[config.mk]
export PLATFORM = sky130hd
export DESIGN_NAME = spi_reg_bridge
export DESIGN_NICKNAME = d
export VERILOG_FILES = /design/src/rtl/spi_reg_bridge.sv
export SDC_FILE = /design/constraint.sdc
export NUM_CORES = 1
export LEC_CHECK = 0
export CORE_MARGIN = 5
export CORE_UTILIZATION = 49
export CTS_BUF_LIST = sky130_fd_sc_hd__clkbuf_4
export DETAILED_ROUTE_END_ITERATION = 6
export PLACE_DENSITY = 0.85
export SYNTH_ARGS = -nofsm -noshare
export SYNTH_HDL_FRONTEND = slang
export SYNTH_SLANG_ARGS = --single-unit
[constraint.sdc]
create_clock -name clk -period 2.95 [get_ports clk]
set_input_delay 0.4425 -clock clk [delete_from_list [all_inputs] [get_ports clk]]
set_output_delay 0.4425 -clock clk [all_outputs]
set_load 0.01 [all_outputs]
[src/rtl/spi_reg_bridge.sv]
// Frame-level bridge behind the SPI byte engine: decodes a command byte, then
// runs an auto-incrementing register write or read burst on a simple register bus.
module spi_reg_bridge #(
   parameter int unsigned ADDR_W    = 7,
   parameter logic [7:0]  IDLE_BYTE = 8'h00
) (
   input  logic              clk,
   input  logic              rst,
   input  logic              ena,
   input  logic              spi_ss,
   input  logic              rx_valid,
   input  logic [7:0]        rx_byte,
   output logic [7:0]        tx_data,
   output logic [ADDR_W-1:0] reg_addr,
   output logic [7:0]        reg_wdata,
   output logic              reg_we,
   output logic              reg_re,
   input  logic [7:0]        reg_rdata,
   output logic              frame_active,
   output logic              overrun
);

   typedef enum logic [1:0] {
      IDLE,
      WRITE,
      RD_REQ,
      RD_CAP
   } state_t;

   state_t            state;
   logic [ADDR_W-1:0] cmd_addr;

   always_comb begin
      cmd_addr = ADDR_W'(rx_byte[6:0]);
   end

   always_ff @(posedge clk) begin
      if (rst) begin
         state        <= IDLE;
         tx_data      <= IDLE_BYTE;
         reg_addr     <= '0;
         reg_wdata    <= '0;
         reg_we       <= 1'b0;
         reg_re       <= 1'b0;
         frame_active <= 1'b0;
         overrun      <= 1'b0;
      end else if (ena) begin
         reg_we <= 1'b0;
         reg_re <= 1'b0;
         if (spi_ss) begin
            state        <= IDLE;
            frame_active <= 1'b0;
            tx_data      <= IDLE_BYTE;
         end else begin
            case (state)
               IDLE: begin
                  if (rx_valid) begin
                     reg_addr     <= cmd_addr;
                     frame_active <= 1'b1;
                     overrun      <= 1'b0;
                     if (rx_byte[7]) begin
                        state <= WRITE;
                     end else begin
                        state  <= RD_REQ;
                        reg_re <= 1'b1;
                     end
                  end
               end
               WRITE: begin
                  // Address advances in the cycle after the strobe, so a byte
                  // arriving in that same cycle still writes the next address.
                  if (reg_we) begin
                     reg_addr <= reg_addr + ADDR_W'(1);
                  end
                  if (rx_valid) begin
                     reg_wdata <= rx_byte;
                     reg_we    <= 1'b1;
                  end
               end
               RD_REQ: begin
                  // reg_re high marks the request cycle; low means waiting for
                  // the next dummy byte before fetching the following address.
                  if (reg_re) begin
                     state <= RD_CAP;
                     if (rx_valid) begin
                        overrun <= 1'b1;
                     end
                  end else if (rx_valid) begin
                     reg_re <= 1'b1;
                  end
               end
               RD_CAP: begin
                  tx_data  <= reg_rdata;
                  reg_addr <= reg_addr + ADDR_W'(1);
                  state    <= RD_REQ;
                  if (rx_valid) begin
                     overrun <= 1'b1;
                  end
               end
               default: begin
                  state <= IDLE;
               end
            endcase
         end
      end
   end

endmodule

=== Word level (Yosys, flattened, before mapping) ===
Index checks and enable logic that the tools add are counted.
Widths: inputs -> output; s select.

* Register bits: 29
* Input bits: 21
* Output and inout bits: 27
* Logic and storage cells: 56

* $add $sub $neg: 1
* Equality and inequality tests: 8
* Multiplexer cells: 25
* Bitwise logic cells: 1
* Reductions and logical operators: 13

{| class="wikitable"
|+ Operators with widths
! kind !! count
|-
| $pmux 7 s3 || 1
|-
| $mux 8 || 2
|-
| $mux 7 || 2
|-
| $mux 1 || 13
|-
| $reduce_and 5->1 || 2
|-
| $mux 2 || 4
|-
| $reduce_and 4->1 || 2
|-
| $add 7x1->7 const B || 1
|-
| $ne 2x2->1 const B || 3
|-
| $ne 3x3->1 const B || 2
|-
| $pmux 2 s3 || 1
|-
| $reduce_bool 2->1 || 3
|-
| $reduce_bool 3->1 || 2
|-
| $eq 2x2->1 const B || 2
|-
| $reduce_bool 4->1 || 1
|-
| $pmux 1 s3 || 1
|-
| $reduce_and 3->1 || 1
|-
| $eq 2x1->1 const B || 1
|-
| $logic_not 2->1 || 1
|-
| $pmux 1 s2 || 1
|-
| $reduce_and 2->1 || 1
|-
| $not 1->1 || 1
|}

=== Longest topological paths before layout ===
* Depth after elaboration: 4
* Gate-level depth with buffers: 6
* Mapped depth without buffers: 5

=== Worst setup path before layout ===
No wires, ideal clock.

* Path type: input port to flip-flop
* Start: input ena
* End: register reg_wdata[0]
* Setup time: 0.128 ns
* Arrival: 1.236 ns
* Data required time: 2.822 ns
* Setup slack: 1.587 ns
* Stages on the path: 6
* Path buffers: 2
* Cell sequence: buf_2 -> nand3b_1 -> nor3_2 -> buf_6 -> mux2i_1 -> nor2_1

* Cells in the longest elaborated chain, start to end: 1

{| class="wikitable"
|+ RTL lines
! what !! RTL line !! source
|-
| from (decl) || 9 || <nowiki>input logic ena,</nowiki>
|-
| $reduce_and 4->1 (no line) || - ||
|-
| to (signal assigned) || 76 || <nowiki>reg_wdata <= rx_byte;</nowiki>
|-
| to (decl) || 15 || <nowiki>output logic [7:0] reg_wdata,</nowiki>
|}

No other way between the ends.
A chain may end at the register's enable or synchronous reset.

=== Worst setup path in the final report ===
* Start: input ena
* End: register tx_data[4]

* Cells in the longest elaborated chain, start to end: 1

{| class="wikitable"
|+ RTL lines
! what !! RTL line !! source
|-
| $reduce_and 2->1 (no line) || - ||
|-
| to (signal assigned) || 93 || <nowiki>tx_data <= reg_rdata;</nowiki>
|-
| to (decl) || 13 || <nowiki>output logic [7:0] tx_data,</nowiki>
|}

No other way between the ends.

==> impl_metrics.json <==
{
  "synth_fp_nets": 171,
  "clock_tree.buffer_depth": 2,
  "floorplan.io_pins": 48,
  "sequentialPowerShare": 0.561,
  "outcome": "complete, no violations",
  "drc": 0,
  "clock-skew-final_ns": 0.006346,
  "synthMostInstantiatedCell": "dfxtp_1",
  "fin_hold_ws_ns": 0.5037,
  "ant_nets": 0,
  "worst_ep_arrival_time_ns": 2.08,
  "vias_after_detailed_routing": 1292,
  "synth-seq-cells": 29,
  "drtIter0Drc": 61,
  "netlist.area_leader.share": 0.4357,
  "cellLeakagePower_nw": 0.6345,
  "worstSkewPairLatency_ns": 0.33,
  "yosys.cell_types.count": 38,
  "crit_path_max_fanout": 11,
  "drt-wirelength-per-cell_um": 15.60,
  "syn2layout_area_growth_pct": 38.31,
  "post-route-min-period_ns": 1.813,
  "initial_antenna_violation_count": 0,
  "grt_pass1_vias": 1262,
  "critical-path-slowest-cell": "clkdlybuf4s50_1",
  "regToRegSetupSlack_ns": 1.18,
  "synth_sequential_area_ratio": 0.4357,
  "num-fill-cells": 217,
  "worst_pin_slew_ns": 0.7721,
  "crit_path_max_incr_delay_ns": 0.67,
  "rsz0062_at_grt": "false",
  "timing.critical_path.required_ns": 3.21,
  "instances_no_fill": 227,
  "drv_slew": 0,
  "die_width_um": 62.15,
  "port_buffers": 47,
  "cts_post_setup_buffers_inserted": 0,
  "layout.core_utilization": 0.6861,
  "synth_area_per_cell_um2": 8.943,
  "power.density_cell_area_mw_per_mm2": 396.7,
  "total_power_mw": 0.7312,
  "clkPwrFrac": 0.311,
  "tritoncts_clock_tree": "yes",
  "maxCapViolations": 0,
  "max-vdd-ir-drop_v": 0.0003507,
  "hp-class": "reg2reg",
  "finalSetupViolCount": 0,
  "synth_area_leader_cell": "dfxtp_1",
  "timing.critical_path.to_type": "register",
  "dieArea_mm2": 0.003863,
  "tns_ns": 0,
  "area_of_the_mapped_netlist_mm2": 0.001333,
  "power.combinational.fraction": 0.128,
  "globalRouteOverflowTotal": 0,
  "numPlacedInstances": 220,
  "timing.critical_path.from_type": "input pin",
  "asyncSetResetFlopFracSynth": 0,
  "worst_slew_margin_rel": 0.4846,
  "antenna_cells_inserted": 0,
  "synth-edff-count": 0,
  "initial_cell_density_of_the_core": 0.4960,
  "dp.final_hpwl_mm": 2.580,
  "groute.usage.overall": 0.1897,
  "post-route-period-util": 0.6145,
  "drt_pass1_iterations": 5,
  "switching_power_of_the_nets_mw": 0.1856,
  "cts_buffer_count": 5,
  "netlist_instances": 149,
  "post_cts.resized_instances": 0,
  "number_of_h_tree_branching_levels": 2,
  "timing.setup.critical_path_class": "in2reg",
  "critical_path.cell_chain": "clkdlybuf4s50_1, nor2b_1, and3_1, a22oi_1, nor2_1",
  "prevailing_post_synth_register_cell": "dfxtp_1",
  "core_area_mm2": 0.002686,
  "synth_top_cells_by_count": "dfxtp_1 (29), nor2_1 (23), nand2_1 (11), a21oi_1 (9), mux2i_1 (9)",
  "post_drt_via_cell_ratio": 5.692,
  "syn_warnings": 0,
  "die-height_um": 62.15,
  "gpl.final_weighted_congestion": 0.7831,
  "grt_start_max_net_pins": 21,
  "cts_hold_repair.buffers": 0,
  "post_route_cells_drive_above_1_share": 0.07143,
  "placementRows": 19,
  "finalNetCount": 218,
  "maximum_clock_frequency_mhz": 551.6,
  "power.internal_mw": 0.5456,
  "root_buffer_selected_by_cts": "clkbuf_4",
  "netlist_top_cells_area": "dfxtp_1 (44%), mux2i_1 (6.8%), nor2_1 (6.5%), a22oi_1 (4.5%), a21oi_1 (3.4%)",
  "final_count_of_hold_timing_violations": 0,
  "grt_first_pass_wirelength_mm": 5.954,
  "cts.reportedPaths.clkPinSlew_ns": 0.08,
  "numClockSinks": 29,
  "switching_share": 0.2539,
  "aggregate_routed_wire_length_mm": 3.542
}
==> cell usage in the layout (no fill, tap or decap), types with 6 or more instances in the layout <==
master / instances
a21oi_1: 9
a22oi_1: 8
clkbuf_4: 6
clkdlybuf4s50_1: 47
dfxtp_1: 29
mux2i_1: 9
nand2_1: 11
nor2_1: 23
o21ai_0: 8
==> final cells by class <==
| cell class | count | area (µm²) | area share |
|---|---|---|---|
| sequential | 29 | 580.6 | 0.3150 |
| tap | 31 | 38.79 | 0.02105 |
| clock inverter | 1 | 3.754 | 0.002037 |
| timing repair buffer | 49 | 485.5 | 0.2634 |
| inverter | 4 | 17.52 | 0.009504 |
| clock buffer | 6 | 45.04 | 0.02444 |
| multi-input combinational | 107 | 671.9 | 0.3646 |
==> per-stage QoR <==
stage / worst slack [ns] / cell area [µm²]
2_1_floorplan: 1.587 / 1333
3_3_place_gp: 0.9255 / 1794
6_report: 1.137 / 1843
3_5_place_dp: 0.8119 / 1794
4_1_cts: 1.158 / 1843
5_1_grt: 1.043 / 1843
==> power by group through the flow <==
stage	registers (mW)	logic [mW]	clock network, mW
CTS	0.410	0.0936	0.232
global placement	0.419	0.0904	0
detailed placement	0.419	0.0933	0
finish	0.410	0.0939	0.227
floorplan	0.416	0.0459	0
global route	0.412	0.101	0.250
==> critical path: cells and delay by family <==
kind | cells | cell delay (ns)
compound gates | 1 | 0.15
buf+inv | 1 | 0.67
simple gates | 3 | 0.82
==> sequential cells by signal, summed over array words and instances, names as in the netlist <==
name	flops
reg_re	1
tx_data	8
overrun	1
reg_addr	7
reg_wdata	8
state	2
frame_active	1
reg_we	1
==> path summary, 6_finish.rpt <==
check / from / end / cells after the start
worst min-delay path: reg_wdata[5] / reg_wdata[5] / 2
worst min register to register: reg_wdata[5] / reg_wdata[5] / 2
worst max register to register: state[0] / reg_wdata[1] / 5
worst max-delay path: ena / tx_data[4] / 5
==> cells by family after synthesis <==
group	after synthesis	share of synthesized area
buffers and inverters	13	0.06010
AND/OR/NAND/NOR	53	0.1991
adder cells (fa/ha/maj)	1	0.009388
flip-flops	29	0.4357
multiplexers	9	0.06761
AO/OA/AOI/OAI	44	0.2282
==> metal layers <==
| layer | part of all wire | GRT usage |
|---|---|---|
| met1 | 0.42 | 0.2260 |
| met2 | 0.49 | 0.2992 |
| met3 | 0.072 | 0.08108 |
| met4 | 0.015 | 0.07317 |
| met5 | 0 | 0 |
Note: power is estimated with default switching activity, not from simulation.
